`src/rtl/noc_output_port_scheduler_if.sv`:
```
// Handshake bundle between input-buffer read side, downstream credit return and
// the per-output-port wormhole scheduler. Optional perf counters: NOC_SCHED_PERF_EN.
interface noc_output_port_scheduler_if #(
    parameter int unsigned NUM_INPUTS        = 5,
    parameter int unsigned FLIT_BUFFER_DEPTH = 8
);
    localparam int unsigned IDX_WIDTH    = (NUM_INPUTS > 1) ? $clog2(NUM_INPUTS) : 1;
    localparam int unsigned CREDIT_WIDTH = $clog2(FLIT_BUFFER_DEPTH + 1);

    logic [NUM_INPUTS-1:0]   req;
    logic [NUM_INPUTS-1:0]   req_is_tail;
    logic [NUM_INPUTS-1:0]   turn_disable;
    logic [NUM_INPUTS-1:0]   grant;
    logic                    send_out;
    logic [IDX_WIDTH-1:0]    sel_out;
    logic                    is_tail_out;
    logic                    credit_in;
    logic [CREDIT_WIDTH-1:0] credit_count;
    logic                    busy;
    logic                    credit_overflow;
`ifdef NOC_SCHED_PERF_EN
    logic [31:0]             flit_count;
    logic [31:0]             stall_count;
`endif

    // Upstream buffers and downstream credit source drive requests/credits.
    modport master (
        output req, req_is_tail, turn_disable, credit_in,
        input  grant, send_out, sel_out, is_tail_out, credit_count, busy, credit_overflow
`ifdef NOC_SCHED_PERF_EN
        , input flit_count, stall_count
`endif
    );

    // The scheduler consumes requests/credits and produces grant and output controls.
    modport slave (
        input  req, req_is_tail, turn_disable, credit_in,
        output grant, send_out, sel_out, is_tail_out, credit_count, busy, credit_overflow
`ifdef NOC_SCHED_PERF_EN
        , output flit_count, stall_count
`endif
    );
endinterface

```
`src/rtl/noc_output_port_scheduler.sv`:
```
// Per-output-port wormhole scheduler: packet-granular round-robin among inputs,
// grant held head-to-tail, downstream credit tracking.
// Optional flit/stall performance counters are enabled by defining NOC_SCHED_PERF_EN.
module noc_output_port_scheduler #(
    parameter int unsigned NUM_INPUTS        = 5,
    parameter int unsigned FLIT_BUFFER_DEPTH = 8
) (
    input  logic                              clk_noc,
    input  logic                              rst_noc,
    noc_output_port_scheduler_if.slave        port
);
    localparam int unsigned IDX_WIDTH    = (NUM_INPUTS > 1) ? $clog2(NUM_INPUTS) : 1;
    localparam int unsigned CREDIT_WIDTH = $clog2(FLIT_BUFFER_DEPTH + 1);
    localparam logic [CREDIT_WIDTH-1:0] CREDIT_FULL = CREDIT_WIDTH'(FLIT_BUFFER_DEPTH);
    localparam logic [IDX_WIDTH-1:0]    LAST_IDX    = IDX_WIDTH'(NUM_INPUTS - 1);

    typedef enum logic [0:0] {
        IDLE   = 1'b0,
        LOCKED = 1'b1
    } state_t;

    state_t                  state;
    state_t                  state_n;
    logic [IDX_WIDTH-1:0]    rr_ptr;
    logic [IDX_WIDTH-1:0]    owner;
    logic [CREDIT_WIDTH-1:0] credit_count;
    logic                    credit_overflow;
    logic                    send_out;
    logic [IDX_WIDTH-1:0]    sel_out;
    logic                    is_tail_out;
    logic                    busy;

    logic [NUM_INPUTS-1:0]   cand_c;
    logic                    avail_c;
    logic [IDX_WIDTH-1:0]    scan_c;
    logic                    win_found_c;
    logic [IDX_WIDTH-1:0]    win_idx_c;
    logic                    fire_c;
    logic [IDX_WIDTH-1:0]    gnt_idx_c;
    logic                    gnt_tail_c;
    logic [NUM_INPUTS-1:0]   grant_c;

    // Increment an input index, wrapping from the last input back to 0.
    function automatic logic [IDX_WIDTH-1:0] wrap_inc(input logic [IDX_WIDTH-1:0] v);
        return (v == LAST_IDX) ? '0 : IDX_WIDTH'(v + 1'b1);
    endfunction

    assign cand_c  = port.req & ~port.turn_disable;
    assign avail_c = (credit_count != '0);

    // Round-robin search: first eligible input at or after rr_ptr, wrapping.
    always_comb begin
        win_found_c = 1'b0;
        win_idx_c   = '0;
        scan_c      = rr_ptr;
        for (int k = 0; k < int'(NUM_INPUTS); k++) begin
            if (!win_found_c && cand_c[scan_c]) begin
                win_found_c = 1'b1;
                win_idx_c   = scan_c;
            end
            scan_c = wrap_inc(scan_c);
        end
    end

    // State register.
    always_ff @(posedge clk_noc or posedge rst_noc) begin
        if (rst_noc) begin
            state <= IDLE;
        end else begin
            state <= state_n;
        end
    end

    // Next state: lock on a multi-flit head, release on the owner's tail.
    always_comb begin
        state_n = state;
        unique case (state)
            IDLE: begin
                if (fire_c && !gnt_tail_c) begin
                    state_n = LOCKED;
                end
            end
            LOCKED: begin
                if (fire_c && gnt_tail_c) begin
                    state_n = IDLE;
                end
            end
            default: state_n = IDLE;
        endcase
    end

    // Combinational grant: arbitration winner when idle, owner while locked.
    always_comb begin
        fire_c     = 1'b0;
        gnt_idx_c  = owner;
        gnt_tail_c = 1'b0;
        grant_c    = '0;
        unique case (state)
            IDLE: begin
                gnt_idx_c = win_idx_c;
                fire_c    = win_found_c && avail_c;
            end
            LOCKED: begin
                gnt_idx_c = owner;
                fire_c    = port.req[owner] && avail_c;
            end
            default: begin
                fire_c = 1'b0;
            end
        endcase
        if (rst_noc) begin
            fire_c = 1'b0;
        end
        gnt_tail_c = fire_c && port.req_is_tail[gnt_idx_c];
        if (fire_c) begin
            grant_c = NUM_INPUTS'(1) << gnt_idx_c;
        end
    end

    // Arbitration bookkeeping and the one-cycle output register toward the crossbar.
    always_ff @(posedge clk_noc or posedge rst_noc) begin
        if (rst_noc) begin
            rr_ptr      <= '0;
            owner       <= '0;
            send_out    <= 1'b0;
            sel_out     <= '0;
            is_tail_out <= 1'b0;
            busy        <= 1'b0;
        end else begin
            send_out    <= fire_c;
            is_tail_out <= gnt_tail_c;
            busy        <= (state_n == LOCKED);
            if (fire_c) begin
                sel_out <= gnt_idx_c;
            end
            if (state == IDLE && fire_c && !gnt_tail_c) begin
                owner <= gnt_idx_c;
            end
            if (gnt_tail_c) begin
                rr_ptr <= wrap_inc(gnt_idx_c);
            end
        end
    end

    // Downstream credit counter; a return at full count is held and flagged sticky.
    always_ff @(posedge clk_noc or posedge rst_noc) begin
        if (rst_noc) begin
            credit_count    <= CREDIT_FULL;
            credit_overflow <= 1'b0;
        end else begin
            if (fire_c && !port.credit_in) begin
                credit_count <= CREDIT_WIDTH'(credit_count - 1'b1);
            end else if (port.credit_in && !fire_c) begin
                if (credit_count == CREDIT_FULL) begin
                    credit_overflow <= 1'b1;
                end else begin
                    credit_count <= CREDIT_WIDTH'(credit_count + 1'b1);
                end
            end
        end
    end

`ifdef NOC_SCHED_PERF_EN
    logic [31:0] flit_count;
    logic [31:0] stall_count;
    logic        stall_c;

    assign stall_c = ((state == IDLE && cand_c != '0) ||
                      (state == LOCKED && port.req[owner])) && !avail_c;

    // Free-running flit and credit-stall counters, wrapping at 2^32.
    always_ff @(posedge clk_noc or posedge rst_noc) begin
        if (rst_noc) begin
            flit_count  <= '0;
            stall_count <= '0;
        end else begin
            if (fire_c) begin
                flit_count <= flit_count + 32'd1;
            end
            if (stall_c) begin
                stall_count <= stall_count + 32'd1;
            end
        end
    end

    assign port.flit_count  = flit_count;
    assign port.stall_count = stall_count;
`endif

    assign port.grant           = grant_c;
    assign port.send_out        = send_out;
    assign port.sel_out         = sel_out;
    assign port.is_tail_out     = is_tail_out;
    assign port.credit_count    = credit_count;
    assign port.busy            = busy;
    assign port.credit_overflow = credit_overflow;
endmodule
```
`src/flat_wrapper.sv`:
```
// flat-port wrapper written by rule: the top's interface ports become plain ports
module noc_output_port_scheduler_flat 
#(
    parameter int unsigned NUM_INPUTS        = 5,
    parameter int unsigned FLIT_BUFFER_DEPTH = 8
)
  (clk_noc, rst_noc, port_req, port_req_is_tail, port_turn_disable, port_credit_in, port_grant, port_send_out, port_sel_out, port_is_tail_out, port_credit_count, port_busy, port_credit_overflow);
  noc_output_port_scheduler_if #(.NUM_INPUTS(NUM_INPUTS), .FLIT_BUFFER_DEPTH(FLIT_BUFFER_DEPTH)) port_i ();
  input  logic clk_noc;
  input  logic rst_noc;
  input wire logic [$bits(port_i.req)-1:0] port_req;
  input wire logic [$bits(port_i.req_is_tail)-1:0] port_req_is_tail;
  input wire logic [$bits(port_i.turn_disable)-1:0] port_turn_disable;
  input wire logic [$bits(port_i.credit_in)-1:0] port_credit_in;
  output wire logic [$bits(port_i.grant)-1:0] port_grant;
  output wire logic [$bits(port_i.send_out)-1:0] port_send_out;
  output wire logic [$bits(port_i.sel_out)-1:0] port_sel_out;
  output wire logic [$bits(port_i.is_tail_out)-1:0] port_is_tail_out;
  output wire logic [$bits(port_i.credit_count)-1:0] port_credit_count;
  output wire logic [$bits(port_i.busy)-1:0] port_busy;
  output wire logic [$bits(port_i.credit_overflow)-1:0] port_credit_overflow;
  assign port_i.req = port_req;
  assign port_i.req_is_tail = port_req_is_tail;
  assign port_i.turn_disable = port_turn_disable;
  assign port_i.credit_in = port_credit_in;
  assign port_grant = port_i.grant;
  assign port_send_out = port_i.send_out;
  assign port_sel_out = port_i.sel_out;
  assign port_is_tail_out = port_i.is_tail_out;
  assign port_credit_count = port_i.credit_count;
  assign port_busy = port_i.busy;
  assign port_credit_overflow = port_i.credit_overflow;
  noc_output_port_scheduler #(.NUM_INPUTS(NUM_INPUTS), .FLIT_BUFFER_DEPTH(FLIT_BUFFER_DEPTH)) u_core (.clk_noc(clk_noc), .rst_noc(rst_noc), .port(port_i));
endmodule
```
`config.mk`:
```
export PLATFORM = sky130hd
export DESIGN_NAME = noc_output_port_scheduler_flat
export DESIGN_NICKNAME = d
export VERILOG_FILES = /design/src/rtl/noc_output_port_scheduler_if.sv /design/src/rtl/noc_output_port_scheduler.sv /design/src/flat_wrapper.sv
export SDC_FILE = /design/constraint.sdc
export NUM_CORES = 1
export LEC_CHECK = 0
export ABC_AREA = 1
export CORE_ASPECT_RATIO = 0.9
export CORE_MARGIN = 4
export CORE_UTILIZATION = 39
export CTS_BUF_LIST = sky130_fd_sc_hd__clkbuf_16
export DETAILED_ROUTE_END_ITERATION = 10
export HOLD_SLACK_MARGIN = 0.02
export PLACE_DENSITY_LB_ADDON = 0.2
export SLEW_MARGIN = 20
export SYNTH_ARGS = -nofsm -noshare
export SYNTH_HDL_FRONTEND = slang
export SYNTH_SLANG_ARGS = --single-unit
```
`constraint.sdc`:
```
create_clock -name clk_noc -period 4.7 [get_ports clk_noc]
set_clock_uncertainty 0.15 [all_clocks]
set_input_delay 0.94 -clock clk_noc [delete_from_list [all_inputs] [get_ports clk_noc]]
set_output_delay 0.94 -clock clk_noc [all_outputs]
set_load 0.005 [all_outputs]
```
==> results.sh, run 1 <==
export IMPL_status="complete, no violations"
export IMPL_numClockSinks=17
export IMPL_fin_nets=399
export IMPL_slew_violations=0
export IMPL_hold_slack_ns=0.3138
export IMPL_drtIter0Drc=125
export IMPL_hold_path_class="reg -> reg"
export IMPL_antenna_found_initial=0
export IMPL_dieArea_um2=6156
export IMPL_cts_tree="yes"
export IMPL_finalHoldViolations=0
export IMPL_yosysSeqAreaShare_pct=22.04
export IMPL_clkLatencyLatePin_ns=0.25
export IMPL_via_count=2076
export IMPL_yosys_warnings=0
export IMPL_globalplace_congestion=0.8724
export IMPL_h_tree_depth=1
export IMPL_period_minus_slack_ns=4.433
export IMPL_coreArea_um2=4835
export IMPL_crit_fanout=8
export IMPL_grt_max_degree=18
export IMPL_tightest_slew_ns=0.3832
export IMPL_dpl_cell_area_um2=2572
export IMPL_finalInstanceArea_um2=2815
export IMPL_yosys_area_top_type="dfrtp_1"
export IMPL_grt_pass1_vias=2101
export IMPL_clock_path_buffers=2
export IMPL_r2r_slack_ns=0.60
export IMPL_die_x_um=82.26
export IMPL_drt_vias_per_instance=4.850
export IMPL_synthDominantCellAreaShare_pct=20.69
export IMPL_crit_type="reg -> out"
export IMPL_io_buffers=33
export IMPL_required_ns=3.61
export IMPL_cap_violations=0
export IMPL_synth_distinct_cells=31
export IMPL_ys_top_cells_by_area="dfrtp_1, nand2_1, nand3_1, ha_1, inv_1"
export IMPL_rows=24
export IMPL_cts_hold_buf=0
export IMPL_start_util_pct=40.04
export IMPL_max_slew_margin_rel_pct=74.18
export IMPL_nFillCells=473
export IMPL_syn_to_final_growth_pct=45.44
export IMPL_cts_root_buf="clkbuf_16"
export IMPL_cts_buffers=3
export IMPL_grt_overflow_total=0
export IMPL_drt_total_wl_um=5422
export IMPL_io_pins=34
export IMPL_clk_pin_slew_worst_paths_ns=0.05
export IMPL_cp_data_arrival_time_ns=3.34
export IMPL_period_share_pct=94.31
export IMPL_rsz0062_at_grt="no"
export IMPL_wire_per_inst_um=12.67
export IMPL_synth_area_um2=1936
export IMPL_diodes=0
export IMPL_cp_end_kind="output pin"
export IMPL_dpl_hpwl_um=4373
export IMPL_fmax_ghz=0.2256
export IMPL_die_h_um=74.84
export IMPL_grt_pass1_wl_um=9246
export IMPL_drive_gt1_share_pct=28.10
export IMPL_setup_worst_path_start_class="flip-flop"
export IMPL_synth_nets=323
export IMPL_final_antenna_net_count=0
export IMPL_syn_area_per_cell_um2=6.721
export IMPL_drc=0
export IMPL_setup_viol=0
export IMPL_synth_seq_cells=17
export IMPL_syn_inst=288
export IMPL_first_pass_iters=4
export IMPL_grt_util_all_layers_pct=19.09
-- metrics by stage --
stage,worst slack [ns],instances,util (%),setup TNS [ns]
after floorplan,0.4393,288,-,0
after global placement,-0.1310,416,53.21,-0.4578
after detailed placement,-0.1347,416,53.21,-0.4460
after CTS,0.002839,426,56.83,0
after global routing,0.01255,428,58.23,0
final,0.2673,428,58.23,0
-- routing by layer --
layer  global-route usage [%]  vias to the layer above  wire, um
li1                         -                     1089         -
met1                    26.76                      944      2655
met2                    31.58                       37      2551
met3                    2.273                        6       176
met4                    4.059                        0        39
met5                        0                        -         0
-- cell usage after synthesis --
library cell and count:
a211oi_1 1, inv_2 7, or2_1 1, o21ai_0 6
fa_1 1, inv_1 44, nand3_1 44, nor2_1 21
xnor2_1 1, nand2b_1 1, a31oi_1 1, a32o_1 1
xor2_1 2, a21oi_4 1, nand4_1 10, nand3_4 5
a21oi_1 2, o211ai_1 1, nor3_2 1, ha_1 16
nand2_1 77, nand3_2 5, dfstp_2 1, o21ai_1 3
nand2_2 8, nor2_2 2, a21boi_2 1, dfrtp_1 16
a21o_1 1, nand2_4 6, o21ai_2 1
-- worst paths after layout --
path	startpoint	cells past startpoint	end
min in group asynchronous	rst_noc	3	u_core.port.credit_count[2]
worst min-delay path	u_core.port.credit_overflow	1	u_core.port.credit_overflow
worst min register to register	u_core.port.credit_overflow	1	u_core.port.credit_overflow
worst max register to register	u_core.rr_ptr[0]	27	u_core.port.credit_count[3]
max in group asynchronous	rst_noc	3	u_core.port.credit_count[3]
worst max-delay path	u_core.rr_ptr[0]	25	port_grant[3]
-- final cells by class --
| cell class | count | area, um2 | share of cell area [%] |
|---|---|---|---|
| clock buffers | 3 | 75.07 | 2.667 |
| clock inverters | 1 | 5.005 | 0.1778 |
| inverters | 51 | 191.4 | 6.800 |
| multi-input cells | 220 | 1418 | 50.36 |
| flip-flops and latches | 17 | 426.7 | 15.16 |
| well taps | 65 | 81.33 | 2.889 |
| repair buffers | 71 | 618.1 | 21.96 |
-- kinds of logic after synthesis --
kind of cell,synth area share [%]
AO/OA/AOI/OAI,6.723
XOR/XNOR,1.358
adder cells (fa/ha/maj),11.38
buffers and inverters,9.890
flip-flops,22.04
AND/OR/NAND/NOR,48.61
-- layout by cell type, fill, tap and decap left out, drive strengths merged --
| master | netlist | final |
|---|---|---|
| a211oi | 1 | 1 |
| a21boi | 1 | 1 |
| a21o | 1 | 1 |
| a21oi | 3 | 3 |
| a31oi | 1 | 1 |
| a32o | 1 | 1 |
| buf | 0 | 38 |
| clkbuf | 0 | 4 |
| clkdlybuf4s15 | 0 | 1 |
| clkdlybuf4s50 | 0 | 25 |
| clkinv | 0 | 1 |
| dfrtp | 16 | 16 |
| dfstp | 1 | 1 |
| dlygate4sd2 | 0 | 2 |
| dlymetal6s2s | 0 | 4 |
| fa | 1 | 1 |
| ha | 16 | 16 |
| inv | 51 | 51 |
| nand2 | 91 | 91 |
| nand2b | 1 | 1 |
| nand3 | 54 | 54 |
| nand4 | 10 | 10 |
| nor2 | 23 | 23 |
| nor3 | 1 | 1 |
| o211ai | 1 | 1 |
| o21ai | 10 | 10 |
| or2 | 1 | 1 |
| xnor2 | 1 | 1 |
| xor2 | 2 | 2 |
-- flip-flops by register name, summed over array words and instances (netlist names), named ones only --
register,cells
u_core.port.send_out,1
u_core.port.credit_count,4
u_core.port.credit_overflow,1
u_core.owner,3
u_core.port.is_tail_out,1
u_core.port.sel_out,3
u_core.rr_ptr,3
-- worst max-delay path: stages (launching register included) --
cell,delay [ns]
dfrtp_1,0.38
buf_4,0.17
ha_2,0.20
inv_1,0.09
nand2_4,0.10
nand3_4,0.12
nand2_4,0.05
ha_2,0.19
nor2_2,0.12
nand3_2,0.10
nand2_4,0.11
nand2_2,0.07
nand2_2,0.08
inv_1,0.06
nor3_2,0.10
nand2_1,0.10
nand2_2,0.08
nand3_2,0.07
nand2_2,0.11
nand2_2,0.06
nand2_2,0.09
ha_1,0.15
ha_1,0.14
inv_1,0.04
nor2_1,0.09
clkdlybuf4s15_1,0.21
-- repair_timing --
action / 4_1_cts / 5_1_grt
gates resized for setup: 19 / 19
setup buffers: 6 / 2
endpoints found under the setup margin: 5 / 5
pin swaps: 6 / 8
Power of run 1 is not shown: default switching activity piles up to over one toggle a cycle in this logic, so the estimate is an artifact.
==> run 2: changes to the inputs <==
SETUP_SLACK_MARGIN = 0.05   (was default)
==> run 2 against run 1 <==
Worst hold slack about the same. Worst setup slack got worse by 0.0065 ns. Sequential cell count unchanged. Utilization decreased by 0.65 points. First-iteration DRC count increased by 8.8%. Global-route usage increased by 0.15 points. Die area unchanged. Sequential share of layout area increased by 0.17 points. Count of clock-buffer cells in the layout unchanged. Non-clock buffer count decreased by 1. Final cell count decreased by 0.23%. Critical path type is now in -> out. Critical endpoint is now port_grant[0]. Largest cell class unchanged.
==> results.sh, run 2 (synthesized netlist as in run 1, its figures left out) <==
export IMPL_crit_type="in -> out"
export IMPL_die_h_um=74.84
export IMPL_die_x_um=82.26
export IMPL_final_antenna_net_count=0
export IMPL_via_count=2074
export IMPL_period_share_pct=94.45
export IMPL_largest_reg_flops=4
export IMPL_rows=24
export IMPL_highest_layer="met4"
export IMPL_coreArea_um2=4835
export IMPL_cts_tree="yes"
export IMPL_start_util_pct=40.04
export IMPL_clock_path_buffers=2
export IMPL_nFillCells=474
export IMPL_cp_num_buf_inv=7
export IMPL_crit_fanout=4
export IMPL_status="complete, no violations"
export IMPL_finalHoldViolations=0
export IMPL_cts_hold_buf=0
export IMPL_max_flop_register="u_core.port.credit_count"
export IMPL_period_minus_slack_ns=4.439
export IMPL_cp_data_arrival_time_ns=3.35
export IMPL_critical_path_max_stage_delay_ns=0.45
export IMPL_grt_util_all_layers_pct=19.24
export IMPL_drive_gt1_share_pct=27.90
export IMPL_io_buffers=33
export IMPL_tns_ns=0
export IMPL_fmax_ghz=0.2253
export IMPL_critPathTopFamily="buffers and inverters"
export IMPL_multiInputGateArea_um2=1410
export IMPL_mostFrequentLayoutCells="nand2_1, nand3_1, inv_1"
export IMPL_crit_slowest_cell="clkdlybuf4s50_1"
export IMPL_clkLatencyLatePin_ns=0.25
export IMPL_cp_cell_sequence="clkdlybuf4s50_1 -> inv_1 -> nand2_2 -> inv_1 -> nor2_1 -> nor2_1 -> nand2_1 -> nand2_1 -> inv_1 -> nand2_1 -> inv_2 -> nand3_2 -> nor2_4 -> nand3_1 -> nand3_2 -> nand2_2 -> buf_4 -> ha_2 -> nand2_1 -> nor2_1 -> dlygate4sd2_1"
export IMPL_timing_final_ws_setup_ns=0.2609
export IMPL_grt_max_degree=18
export IMPL_syn_to_final_growth_pct=43.83
export IMPL_grt_pass1_wl_um=9342
export IMPL_wl_met1_um=2579
export IMPL_h_tree_depth=1
export IMPL_wl_met3_um=200
export IMPL_numClockSinks=17
export IMPL_dieArea_um2=6156
export IMPL_io_pins=34
export IMPL_antenna_found_initial=0
export IMPL_wire_per_inst_um=12.60
export IMPL_cts_root_buf="clkbuf_16"
export IMPL_clk_pin_slew_worst_paths_ns=0.05
export IMPL_globalplace_congestion=0.8724
export IMPL_drt_vias_per_instance=4.857
export IMPL_mostFrequentLayoutCell="nand2_1"
export IMPL_met2_length_um=2559
export IMPL_drt_total_wl_um=5379
export IMPL_drc=0
export IMPL_cp_end_kind="output pin"
export IMPL_first_pass_iters=4
export IMPL_pre_cts_slack_ns=-0.1347
export IMPL_cap_violations=0
export IMPL_grt_overflow_total=0
export IMPL_register_area_um2=426.7
export IMPL_setup_viol=0
export IMPL_fin_nets=398
export IMPL_setup_worst_path_start_class="input pin"
export IMPL_tightest_slew_ns=0.3926
export IMPL_critical_path_most_common_cell="nand2_1"
export IMPL_diodes=0
export IMPL_hold_path_class="reg -> reg"
export IMPL_max_slew_margin_rel_pct=73.55
export IMPL_rsz0062_at_grt="no"
export IMPL_grt_pass1_vias=2109
export IMPL_drtIter0Drc=136
export IMPL_r2r_slack_ns=0.61
export IMPL_dpl_hpwl_um=4373
export IMPL_slew_violations=0
export IMPL_required_ns=3.61
export IMPL_cts_buffers=3
==> run 2: worst register-to-register path, cell delays in order, from the launching register on <==
cell	delay, ns
dfrtp_1	0.38
inv_1	0.12
ha_4	0.18
nand2_4	0.09
nand2_4	0.08
ha_4	0.14
nand3_4	0.09
nand2_4	0.07
ha_2	0.21
nor2_2	0.05
nand3_2	0.08
nand2_4	0.08
buf_4	0.14
nand4_1	0.08
nand2_2	0.10
nor2_4	0.14
nand4_1	0.14
nand2_1	0.16
inv_2	0.09
buf_4	0.16
ha_1	0.22
ha_1	0.33
nand2_1	0.07
nor2_1	0.04
a211oi_1	0.25
a21oi_1	0.10
o21ai_0	0.10
xor2_1	0.16
==> run 2: timing repair <==
item	4_1_cts	5_1_grt
gates resized for setup	26	11
setup buffers	7	0
pin swaps	8	2
setup endpoints to repair	5	5
==> run 2: final timing paths <==
| path | from | endpoint | cells after the start |
|---|---|---|---|
| min | u_core.port.credit_overflow | u_core.port.credit_overflow | 1 |
| max reg2reg | u_core.rr_ptr[0] | u_core.port.credit_count[3] | 27 |
| max | port_turn_disable[1] | port_grant[0] | 21 |
| max in group asynchronous | rst_noc | u_core.port.credit_count[3] | 3 |
| min reg2reg | u_core.port.credit_overflow | u_core.port.credit_overflow | 1 |
| min in group asynchronous | rst_noc | u_core.port.credit_count[2] | 3 |
==> run 2: cell type report <==
| cell class | instances | area share [%] |
|---|---|---|
| multi-input cells | 220 | 50.65 |
| repair buffers | 70 | 21.35 |
| flip-flops and latches | 17 | 15.33 |
| inverters | 51 | 6.876 |
| well taps | 65 | 2.921 |
| clock buffers | 3 | 2.697 |
| clock inverters | 1 | 0.1798 |
==> run 2: metrics by stage <==
step                std cells  hold WS (ns)  instance area [um2]  util (%)
floorplan                 288        0.3010                 1936         -
global placement          416        0.3004                 2572     53.21
detailed placement        416        0.3035                 2572     53.21
CTS                       427        0.3198                 2766     57.22
global route              427        0.3458                 2784     57.58
finish                    427        0.3138                 2784     57.58
==> run 2: metal layers <==
layer  track usage [%]  vias to the layer above
li1                  -                     1085
met1             26.69                      947
met2             32.21                       36
met3             2.273                        6
met4             4.059                        0
met5                 0                        -
Power of run 2 is left out for the same reason.
